[config.mk]
export PLATFORM = sky130hd
export DESIGN_NAME = truth_table_sweeper
export DESIGN_NICKNAME = d
export VERILOG_FILES = /design/src/rtl/truth_table_sweeper.sv
export SDC_FILE = /design/constraint.sdc
export NUM_CORES = 1
export LEC_CHECK = 0
export ABC_AREA = 1
export ABC_CLOCK_PERIOD_IN_PS = 1650
export CAP_MARGIN = 10
export CORE_MARGIN = 2
export CORE_UTILIZATION = 40
export CTS_BUF_LIST = sky130_fd_sc_hd__clkbuf_4 sky130_fd_sc_hd__clkbuf_8
export DETAILED_ROUTE_END_ITERATION = 8
export PLACE_DENSITY = 0.69
export SYNTH_ARGS = -nofsm -noshare
export SYNTH_HDL_FRONTEND = slang
export SYNTH_SLANG_ARGS = --single-unit
[constraint.sdc]
create_clock -name clk -period 1.65 [get_ports clk]
set_input_delay 0.33 -clock clk [delete_from_list [all_inputs] [get_ports clk]]
set_output_delay 0.33 -clock clk [all_outputs]
set_load 0.05 [all_outputs]
[src/rtl/truth_table_sweeper.sv]
// Exhaustive truth-table sweeper: walks all 2^N input vectors, holds each for HOLD cycles, counts dut/exp mismatches.
// Latency: vec valid the edge after start; done rises 2^N*HOLD edges after start. No backpressure; start ignored while busy.
// Build option: define SWEEP_GRAY_EN to apply vectors in Gray-code order instead of ascending binary.
module truth_table_sweeper #(
    parameter int N    = 4,
    parameter int M    = 1,
    parameter int HOLD = 1
) (
    input  logic         clk,
    input  logic         rst,
    input  logic         start,
    output logic [N-1:0] vec,
    input  logic [M-1:0] dut_out,
    input  logic [M-1:0] exp_out,
    output logic         busy,
    output logic         done,
    output logic         pass,
    output logic [N:0]   mismatch_cnt,
    output logic         first_fail_valid,
    output logic [N-1:0] first_fail_vec
);

    typedef enum logic [1:0] {
        IDLE = 2'd0,
        RUN  = 2'd1,
        DONE = 2'd2
    } state_t;

    localparam logic [7:0] HOLD_LAST = 8'(HOLD - 1);

    state_t       state;
    state_t       state_nxt;
    logic [N-1:0] idx;
    logic [7:0]   hold_cnt;
    logic         launch;
    logic         compare;
    logic         last_vec;
    logic         mismatch;

    assign last_vec = (idx == {N{1'b1}});
    // Any differing bit counts the vector once.
    assign mismatch = (dut_out != exp_out);

`ifdef SWEEP_GRAY_EN
    assign vec = idx ^ (idx >> 1);
`else
    assign vec = idx;
`endif

    always_ff @(posedge clk) begin
        if (rst) begin
            state <= IDLE;
        end else begin
            state <= state_nxt;
        end
    end

    always_comb begin
        state_nxt = state;
        launch    = 1'b0;
        compare   = 1'b0;
        case (state)
            IDLE, DONE: begin
                if (start) begin
                    state_nxt = RUN;
                    launch    = 1'b1;
                end
            end
            RUN: begin
                if (hold_cnt == HOLD_LAST) begin
                    compare = 1'b1;
                    if (last_vec) begin
                        state_nxt = DONE;
                    end
                end
            end
            default: state_nxt = IDLE;
        endcase
    end

    always_ff @(posedge clk) begin
        if (rst || launch) begin
            idx              <= '0;
            hold_cnt         <= '0;
            mismatch_cnt     <= '0;
            first_fail_valid <= 1'b0;
            first_fail_vec   <= '0;
        end else if (state == RUN) begin
            if (compare) begin
                if (mismatch) begin
                    // Width N+1 holds up to 2^N, so this cannot wrap.
                    mismatch_cnt <= mismatch_cnt + (N+1)'(1);
                    if (!first_fail_valid) begin
                        first_fail_valid <= 1'b1;
                        first_fail_vec   <= vec;
                    end
                end
                if (!last_vec) begin
                    idx      <= idx + N'(1);
                    hold_cnt <= '0;
                end
            end else begin
                hold_cnt <= hold_cnt + 8'd1;
            end
        end
    end

    assign busy = (state == RUN);
    assign done = (state == DONE);
    assign pass = done && (mismatch_cnt == '0);

endmodule

==> run_results.csv, run 1 <==
group,metric,value,unit
logic_synthesis,synth_nets,204,
logic_synthesis,yosys.cell_count.top_type,"nand2_1",
grt,grt_util_all_layers,0.163,
logic_synthesis,synth_top_family_by_area,"simple AND/OR/NAND/NOR gates",
sta,whs,0.508,ns
floorplanning,core.rowCount,21,
pwr,p_total,1.15,mW
placed_design,place.gp.congestion,0.859,
setup_path,crit_arrival,1.32,ns
logic_synthesis,synth.area.mux_share,0,
logic_synthesis,async_reset_ff_frac,0,
grt,grt.met3_usage,0.0217,
setup_path,r2r_end,"vec[1]",
setup_path,r2r_cells,8,
logic_synthesis,avgSynthCellArea,6.98,sq um
routing,vias,1261,
logic_synthesis,synth_cell_type_count,24,
logic_synthesis,synth_top_area_cell,"dfxtp_1",
routing,drtAntennaViolNets,0,
setup_path,crit_required,1.32,ns
hold_path,hold_class,"reg -> reg",
sta,setup_ws,0.00456,ns
setup_path,cp.buffers_inverters,2,
placed_design,io_buffers,21,
logic_synthesis,yosys.area_share.adder,0.0462,
routing,viasPerCell,4.60,
final_layout,syn2layout_area_growth,39.2,%
clock_tree,cts-root-buf,"clkbuf_4",
logic_synthesis,synth_compound_area_frac,0.0720,
logic_synthesis,ys_warn_count,0,
logic_synthesis,synthXorXnorAreaFrac,0.0452,
routing,drt_iter0_drc,33,
final_layout,fin_nets,239,
sta,fin_crit,1.65,ns
final_layout,drive_gt1_frac,0.241,
floorplanning,die_width,62.2,um
sta,slew_violations,0,
floorplanning,die_h,62.2,um
routing,route.detailed.drc,0,
setup_path,worst_path_max_delay_cell,"dfxtp_2",
setup_path,cp_top_family,"simple AND/OR/NAND/NOR gates",
routing,wirelength,2890,um
clock_tree,cts-htree-levels,1,
clock_tree,cts_tree,"built",
setup_path,crit_chain,"inv_2, nor2_4, nand3_2, nor3_4, buf_12",
logic_synthesis,synthCells,194,
floorplanning,fp.coreArea,3280,sq um
logic_synthesis,yosys_register_bits,24,
clock_tree,cts_buffers,3,
grt,grt_pass1_vias,1262,
logic_synthesis,synth_area,1360,sq um
routing,routedWlPerCell,10.5,um
logic_synthesis,synth_ff_type,"dfxtp_1",
sta,setup_tns,0,ns
setup_path,r2r_slack,0.17,ns
floorplanning,io_pins,22,
setup_path,crit_fanout,3,
logic_synthesis,synth_common_cells,"nand2_1 (50), inv_1 (28), dfxtp_1 (24), nor2_1 (24), nand3_1 (19)",
floorplanning,start_util,0.413,
logic_synthesis,yosysSeqAreaShare,0.355,
grt,grt_pass1_wl,5250,um
sta,max_freq,608,MHz
pwr,ir_drop,0.000433,V
clock_tree,clk-insertion-delay-late,0.32,ns
sta,skew,0.00652,ns
grt,top_usage_layer,"met2",
clock_tree,clockBufferDepth,2,
clock_tree,clk_pin_slew_worst_paths,0.13,ns
setup_path,worstSetupEndpointType,"primary output",
sta,fin_crit_sh,0.997,
final_layout,antennaDiodeCount,0,
grt,antenna_found_initial,0,
clock_tree,cts.sinks,24,
setup_path,max_stage_delay,0.36,ns
grt,grt_max_degree,14,
setup_path,startpoint_type,"register",
hold_path,min_from,"hold_cnt[1]",
sta,worst_pin_slew,0.365,ns
floorplanning,dieArea,3870,sq um
sta,hold_viol_final,0,
sta,setup_viol,0,
pwr,p_per_area,608,nW/um^2
setup_path,crit_type,"reg -> out",
grt,gr-usage-met2,0.304,
logic_synthesis,synth_top_area_share,0.355,
hold_path,hold_depth,2,
setup_path,timing.rr.start,"state[0]",
sta,rsz0062_at_grt,"true",
logic_synthesis,synth_edf_count,0,
run,cap_violations,0,
placed_design,pre_cts_ws,0.0819,ns
routing,drt_first_pass_iters,4,
grt,overflow,0,
pwr,p_leak,0.820,nW
logic_synthesis,synth-simple-area-share,0.387,
logic_synthesis,synthTopCellsByArea,"dfxtp_1 (35%), nand2_1 (14%), inv_1 (7.8%)",
hold_path,hold-path-endpoint,"hold_cnt[1]",
placed_design,dp_hpwl,2150,um
status,status,"finished clean",
sta,relSlewSlack,0.756,
grt,use_met1,0.192,
clock_tree,cts-hold-fix-buffers,0,
==> how the worst max path moves through the flow <==
stage	slack (ns)	start	endpoint	cells past startpoint
after floorplan	0.003	mismatch_cnt[0]	pass	4
after global placement	0.11	exp_out	mismatch_cnt[4]	7
after detailed placement	0.08	exp_out	mismatch_cnt[2]	7
after CTS	0.006	state[0]	busy	4
after global routing	-0.05	state[1]	pass	5
final	0.005	state[1]	pass	5
==> per-stage QoR <==
step / util / std cells / area, sq um
CTS: 0.567 / 273 / 1860
global placement: 0.554 / 269 / 1820
floorplan: - / 194 / 1370
finish: 0.574 / 274 / 1890
detailed placement: 0.554 / 269 / 1820
global route: 0.574 / 274 / 1890
==> cells in the final DEF (no fill, tap or decap), drive strengths merged <==
cell | Yosys | routed
inv | 28 | 28
buf | 3 | 29
xnor2 | 2 | 2
nor2 | 29 | 29
xor2 | 5 | 5
nand4 | 4 | 4
ha | 5 | 5
clkbuf | 0 | 4
o21ai | 2 | 2
nand3 | 20 | 20
clkdlybuf4s50 | 0 | 4
nor3 | 2 | 2
nand2 | 53 | 53
dfxtp | 24 | 24
nand3b | 1 | 1
a21oi | 16 | 16
==> cells by family after synthesis <==
family,count (synthesis)
AOI/OAI and AO/OA,18
xor gates and xnor gates,7
adders and majority gates,5
buffers and inverters,31
DFF,24
and+or+nand+nor,109
==> power breakdown <==
part,leakage [nW],switching [mW],internal [mW]
combinational,0.603,0.138,0.0962
clock,0.0210,0.178,0.135
sequential,0.196,0.00731,0.592
==> worst min-delay path: cells and delay by family, from the launching register on <==
family	cells	cell delay (ns)
flip-flops	1	0.36
AO/OA/AOI/OAI	1	0.05
AND/OR/NAND/NOR	1	0.07
==> timing repair <==
item | 4_1_cts | 5_1_grt
pin swaps | 0 | 4
buffers inserted | 0 | 1
gates resized for setup | 2 | 7
endpoints found under the setup margin | 1 | 2
==> registers in the layout, indices dropped and copies added, names as in the netlist <==
register and count:
first_fail_valid 1, hold_cnt 8, state 2, mismatch_cnt 5
vec 4, first_fail_vec 4
==> layer usage <==
layer | part of all wire | vias to the layer above | wire length (um)
met4 | 0.010 | 0 | 29
met2 | 0.51 | 24 | 1470
met5 | 0 | - | 0
met3 | 0.033 | 4 | 94
li1 | - | 676 | -
met1 | 0.45 | 557 | 1290
==> cell type report <==
class	count	area, sq um
timing repair buffer	33	420
tap	46	57.6
inverter	28	105
fill	312	1400
clock buffer	4	36.3
sequential	24	484
multi-input combinational	139	782
(Power assumes the default switching activity.)
==> run 2: changes to the inputs <==
--- a/config.mk
+++ b/config.mk
@@ -12,6 +12,8 @@
 export CORE_UTILIZATION = 40
 export CTS_BUF_LIST = sky130_fd_sc_hd__clkbuf_4 sky130_fd_sc_hd__clkbuf_8
 export DETAILED_ROUTE_END_ITERATION = 8
+export GPL_ROUTABILITY_DRIVEN = 0
+export GPL_TIMING_DRIVEN = 0
 export PLACE_DENSITY = 0.69
 export SYNTH_ARGS = -nofsm -noshare
 export SYNTH_HDL_FRONTEND = slang
==> run 2 against run 1 <==
- routed wire length hardly changed
- first-iteration DRC count is 15% higher
- via count is 0.95% lower
- die area stayed put
- count of clock-buffer cells in the layout is 1 lower
- flip-flop and latch count stayed put
- final area is 8.9% lower
- sequential power is 0.7% higher
- power is 6.9% higher
- critical path type unchanged
==> run_results.csv, run 2 (same netlist as run 1, synthesis figures left out) <==
group,metric,value,unit
status,status,"finished clean",
setup_path,crit_arrival,1.30,ns
pwr,power_frac_seq,0.493,
pwr,internal-power,0.901,mW
clock_tree,clk-insertion-delay-late,0.32,ns
clock_tree,cts-hold-fix-buffers,0,
placed_design,dp_hpwl,2090,um
setup_path,crit_type,"reg -> out",
final_layout,reg.largest.list,"hold_cnt: 8 flops, mismatch_cnt: 5 flops",
routing,routedWlPerCell,10.8,um
setup_path,crit_required,1.32,ns
placed_design,dpl.cell_count,261,
setup_path,worstSetupEndpointType,"primary output",
pwr,p_leak,0.764,nW
setup_path,max_stage_delay,0.37,ns
setup_path,startpoint_type,"register",
setup_path,r2r_slack,0.21,ns
grt,grt_max_degree,15,
sta,skew,0.00184,ns
grt,antenna_found_initial,0,
routing,vias,1249,
pwr,ir_drop,0.000391,V
floorplanning,die_width,62.2,um
sta,hold_viol_final,0,
floorplanning,die_h,62.2,um
setup_path,crit_fanout,5,
sta,worst_pin_slew,0.486,ns
clock_tree,cts-htree-levels,1,
sta,fin_crit_sh,0.988,
floorplanning,io_pins,22,
grt,top_usage_layer,"met2",
routing,drtAntennaViolNets,0,
routing,wirelength,2890,um
pwr,switching_share,0.265,
routing,drt_iter0_drc,38,
routing,drt_first_pass_iters,4,
routing,route.detailed.drc,0,
run,cap_violations,0,
grt,grt.met3_usage,0.0163,
hold_path,hold_class,"reg -> reg",
grt,overflow,0,
sta,setup_tns,0,ns
final_layout,syn2layout_area_growth,26.8,%
clock_tree,cts-root-buf,"clkbuf_4",
sta,relSlewSlack,0.677,
final_layout,largest_reg_flops,8,
grt,use_met1,0.186,
clock_tree,cts.sinks,24,
sta,fin_crit,1.63,ns
sta,slew_violations,0,
setup_path,worst_path_max_delay_cell,"dfxtp_2",
grt,gr-usage-met2,0.284,
placed_design,io_buffers,21,
final_layout,final_common_cell,"nand2_1",
final_layout,antennaDiodeCount,0,
setup_path,cp.buffers_inverters,2,
final_layout,layout_common_cells,"nand2_1 (50), inv_1 (27), nor2_1 (22)",
final_layout,fin_nets,232,
floorplanning,fp.coreArea,3280,sq um
final_layout,largest-register,"hold_cnt",
pwr,p_per_area,713,nW/um^2
sta,setup_viol,0,
clock_tree,cts_tree,"built",
clock_tree,cts_buffers,3,
grt,grt_pass1_wl,4920,um
floorplanning,dieArea,3870,sq um
pwr,netSwitchingPower,0.325,mW
floorplanning,core.rowCount,21,
pwr,p_comb_frac,0.157,
sta,max_freq,613,MHz
setup_path,cp_top_family,"flip-flops",
grt,grt_pass1_vias,1154,
sta,rsz0062_at_grt,"true",
grt,grt_util_all_layers,0.154,
final_layout,final_cell_count_no_fill,267,
clock_tree,clockBufferDepth,2,
setup_path,crit_chain,"inv_2, ha_2, nand3_2, nor3_4, buf_6",
floorplanning,start_util,0.413,
pwr,clock_power_share,0.350,
final_layout,drive_gt1_frac,0.181,
routing,viasPerCell,4.68,
clock_tree,clk_pin_slew_worst_paths,0.13,ns
run 2: changes by cell type in the layout (fill, tap and decap cells not counted), moves of 2 or more:
cell	before	now
inv_2	3	1
clkbuf_2	0	3
clkdlybuf4s15_2	0	4
buf_12	13	0
inv_1	25	27
buf_6	0	4
buf_4	16	2
dlygate4sd2_1	0	8
run 2: layout make-up:
cell class / instances / area (sq um)
multi-input cells: 139 / 782
fillers: 333 / 1570
repair buffers: 23 / 208
inverters: 28 / 105
flip-flops and latches: 24 / 485
clock buffers: 3 / 22.5
clock inverters: 1 / 30.0
well taps: 46 / 57.6
plain buffers: 3 / 27.5
run 2: layer usage:
| metal | up-vias | wire, um |
|---|---|---|
| met4 | 0 | 31 |
| met2 | 25 | 1400 |
| met1 | 558 | 1350 |
| li1 | 662 | - |
| met3 | 4 | 106 |
| met5 | - | 0 |
run 2: path summary, 6_finish.rpt:
check / start / end / depth (start not counted)
min: mismatch_cnt[1] / mismatch_cnt[1] / 2
min reg2reg: mismatch_cnt[1] / mismatch_cnt[1] / 2
max: mismatch_cnt[0] / pass / 5
max reg2reg: hold_cnt[0] / first_fail_vec[1] / 7
run 2: what timing repair did:
item | in CTS | in global routing
setup endpoints to repair | 17 | 8
setup buffers | 0 | 2
resized for setup | 44 | 9
run 2: tightest hold or removal path: cells and delay by family, from the launching register on:
kind	cells	cell delay, ns
compound gates	1	0.05
simple gates	1	0.06
flops	1	0.37
run 2: per-stage QoR:
stage | cell area, sq um | hold WS [ns] | setup WS (ns) | utilization | total power [mW]
2_1_floorplan | 1370 | 0.399 | 0.00293 | - | 0.744
3_3_place_gp | 1640 | 0.491 | -0.385 | 0.500 | 0.801
4_1_cts | 1700 | 0.510 | -0.00745 | 0.519 | 1.23
3_5_place_dp | 1640 | 0.493 | -0.370 | 0.500 | 0.803
5_1_grt | 1720 | 0.536 | -0.0352 | 0.523 | 1.28
6_report | 1720 | 0.507 | 0.0198 | 0.523 | 1.23
run 2: power groups by stage:
| stage | clock network (mW) | registers, mW | logic, mW |
|---|---|---|---|
| floorplan | 0 | 0.651 | 0.0927 |
| global placement | 0 | 0.616 | 0.185 |
| detailed placement | 0 | 0.616 | 0.187 |
| CTS | 0.441 | 0.604 | 0.185 |
| global route | 0.463 | 0.606 | 0.209 |
| finish | 0.429 | 0.604 | 0.192 |
==> run 3: changes to the inputs <==
--- a/config.mk
+++ b/config.mk
@@ -6,7 +6,7 @@
 export NUM_CORES = 1
 export LEC_CHECK = 0
 export ABC_AREA = 1
-export ABC_CLOCK_PERIOD_IN_PS = 1650
+export ABC_CLOCK_PERIOD_IN_PS = 1450
 export CAP_MARGIN = 10
 export CORE_MARGIN = 2
 export CORE_UTILIZATION = 40
@@ -14,7 +14,7 @@
 export DETAILED_ROUTE_END_ITERATION = 8
 export GPL_ROUTABILITY_DRIVEN = 0
 export GPL_TIMING_DRIVEN = 0
-export PLACE_DENSITY = 0.69
+export PLACE_DENSITY = 0.71
 export SYNTH_ARGS = -nofsm -noshare
 export SYNTH_HDL_FRONTEND = slang
 export SYNTH_SLANG_ARGS = --single-unit
==> constraint.sdc (replaced) <==
create_clock -name clk -period 1.45 [get_ports clk]
set_input_delay 0.29 -clock clk [delete_from_list [all_inputs] [get_ports clk]]
set_output_delay 0.29 -clock clk [all_outputs]
set_load 0.05 [all_outputs]
==> run 3 against run 2 <==
- flip-flop and latch count is the same
- register-to-register slack lost 0.12 ns
- the run now ends with negative setup slack left
- non-clock buffer count is 6 higher
- power decreased by 0.51%
- first-iteration DRC count is 39% higher
==> run_results.csv, run 3 (same netlist as run 1, synthesis figures left out) <==
group,metric,value,unit
sta,skew,0.00265,ns
grt,antenna_found_initial,0,
sta,setup_ws,-0.0951,ns
final_layout,postLayoutCoreUtil,0.557,
sta,setup_viol,2,
sta,whs,0.497,ns
sta,hold_viol_final,0,
setup_path,r2r_slack,0.09,ns
final_layout,fin_area,1830,sq um
hold_path,hold_depth,2,
final_layout,fin_nets,239,
final_layout,reg.largest.list,"hold_cnt: 8 flops, mismatch_cnt: 5 flops",
hold_path,hold_class,"reg -> reg",
setup_path,crit_chain,"inv_2, ha_4, nand3_4, nor3_4, buf_6",
sta,slew_violations,0,
hold_path,min_from,"mismatch_cnt[1]",
setup_path,crit_required,1.16,ns
setup_path,max_stage_delay,0.36,ns
grt,overflow,0,
hold_path,hold-path-endpoint,"mismatch_cnt[1]",
floorplanning,fp.coreArea,3280,sq um
grt,grt_util_all_layers,0.167,
pwr,ir_drop,0.000369,V
placed_design,dp_hpwl,2040,um
clock_tree,clk-insertion-delay-late,0.31,ns
setup_path,worst_path_max_delay_cell,"dfxtp_2",
placed_design,dpl.cell_count,261,
floorplanning,dieArea,3870,sq um
routing,routedWlPerCell,11.0,um
sta,fin_crit,1.55,ns
placed_design,placed_area,1650,sq um
grt,grt_max_degree,13,
sta,rsz0062_at_grt,"true",
routing,drt_iter0_drc,53,
grt,grt_pass1_wl,5290,um
clock_tree,cts-htree-levels,1,
clock_tree,cts_buffers,3,
placed_design,io_buffers,21,
routing,wirelength,3010,um
setup_path,r2r_cells,5,
run,cap_violations,0,
setup_path,cp_top_family,"flip-flops",
pwr,p_leak,0.781,nW
routing,route.detailed.drc,0,
status,violations,"negative setup slack",
floorplanning,die_h,62.2,um
clock_tree,cts.sinks,24,
sta,max_freq,647,MHz
setup_path,startpoint_type,"register",
setup_path,crit_type,"reg -> out",
final_layout,largest_reg_flops,8,
routing,drtAntennaViolNets,0,
setup_path,crit_fanout,4,
final_layout,final_cell_count_no_fill,273,
pwr,p_per_area,667,nW/um^2
final_layout,final_common_cell,"nand2_1",
final_layout,antennaDiodeCount,0,
clock_tree,cts-hold-fix-buffers,0,
setup_path,timing.rr.start,"state[0]",
setup_path,r2r_end,"vec[2]",
final_layout,syn2layout_area_growth,35.0,%
routing,drt_first_pass_iters,4,
setup_path,crit_arrival,1.26,ns
sta,setup_tns,-0.148,ns
routing,vias,1295,
clock_tree,clockBufferDepth,2,
clock_tree,clk_pin_slew_worst_paths,0.12,ns
status,status,"finished, violations left",
floorplanning,io_pins,22,
setup_path,worstSetupEndpointType,"primary output",
floorplanning,core.rowCount,21,
setup_path,cp.buffers_inverters,2,
final_layout,layout_common_cells,"nand2_1 (48), inv_1 (23), nor2_1 (22)",
grt,grt_pass1_vias,1208,
final_layout,drive_gt1_frac,0.300,
sta,fin_crit_sh,1.07,
clock_tree,cts-root-buf,"clkbuf_4",
clock_tree,cts_tree,"built",
sta,relSlewSlack,0.679,
routing,viasPerCell,4.74,
floorplanning,die_width,62.2,um
floorplanning,start_util,0.413,
final_layout,nFillCells,307,
sta,worst_pin_slew,0.484,ns
final_layout,largest-register,"hold_cnt",
==> run 3: timing repair <==
item                                    CTS  global route
cloned                                    0             1
endpoints found under the hold margin     0             0
endpoints found under the setup margin   31            28
resized for setup                        80            23
buffers inserted                          6             2
pin swaps                                 5             7
==> run 3: final cells by class <==
cell class / count / area (sq um) / area share
plain buffers: 3 / 27.5 / 0.0150
clock buffers: 3 / 22.5 / 0.0123
inverters: 28 / 110 / 0.0602
multi-input cells: 140 / 857 / 0.469
flip-flops and latches: 24 / 498 / 0.272
well taps: 46 / 57.6 / 0.0315
repair buffers: 29 / 256 / 0.140
==> run 3: how the worst max path moves through the flow <==
stage / from / endpoint / slack, ns / cells past startpoint
after floorplan: state[1] / pass / -0.13 / 4
after global placement: state[0] / busy / -0.55 / 4
after detailed placement: state[0] / busy / -0.52 / 4
after CTS: mismatch_cnt[1] / pass / -0.09 / 5
after global routing: mismatch_cnt[1] / pass / -0.17 / 5
final: mismatch_cnt[1] / pass / -0.1 / 5
==> run 3: through the flow <==
| stage | worst slack, ns | total power, mW |
|---|---|---|
| final | -0.0951 | 1.22 |
| after global routing | -0.167 | 1.28 |
| after CTS | -0.0860 | 1.23 |
| after detailed placement | -0.519 | 0.913 |
| after global placement | -0.547 | 0.913 |
| after floorplan | -0.133 | 0.848 |
==> run 3: worst register-to-register path: cells and delay by family, from the launching register on <==
kind | cells | cell delay, ns
buffers and inverters | 3 | 0.45
AO/OA/AOI/OAI | 2 | 0.44
flip-flops | 1 | 0.40
==> run 3: metal layers <==
layer | vias up | global-route usage | part of all wire
met3 | 9 | 0.0181 | 0.037
met2 | 33 | 0.289 | 0.49
met1 | 576 | 0.217 | 0.46
li1 | 677 | - | -
met5 | - | 0 | 0
met4 | 0 | 0.0556 | 0.013
==> run 3: where the power goes <==
part	total [mW]	internal [mW]	switching, mW
clock network	0.293	0.0973	0.195
logic	0.240	0.0856	0.154
registers	0.687	0.673	0.0139
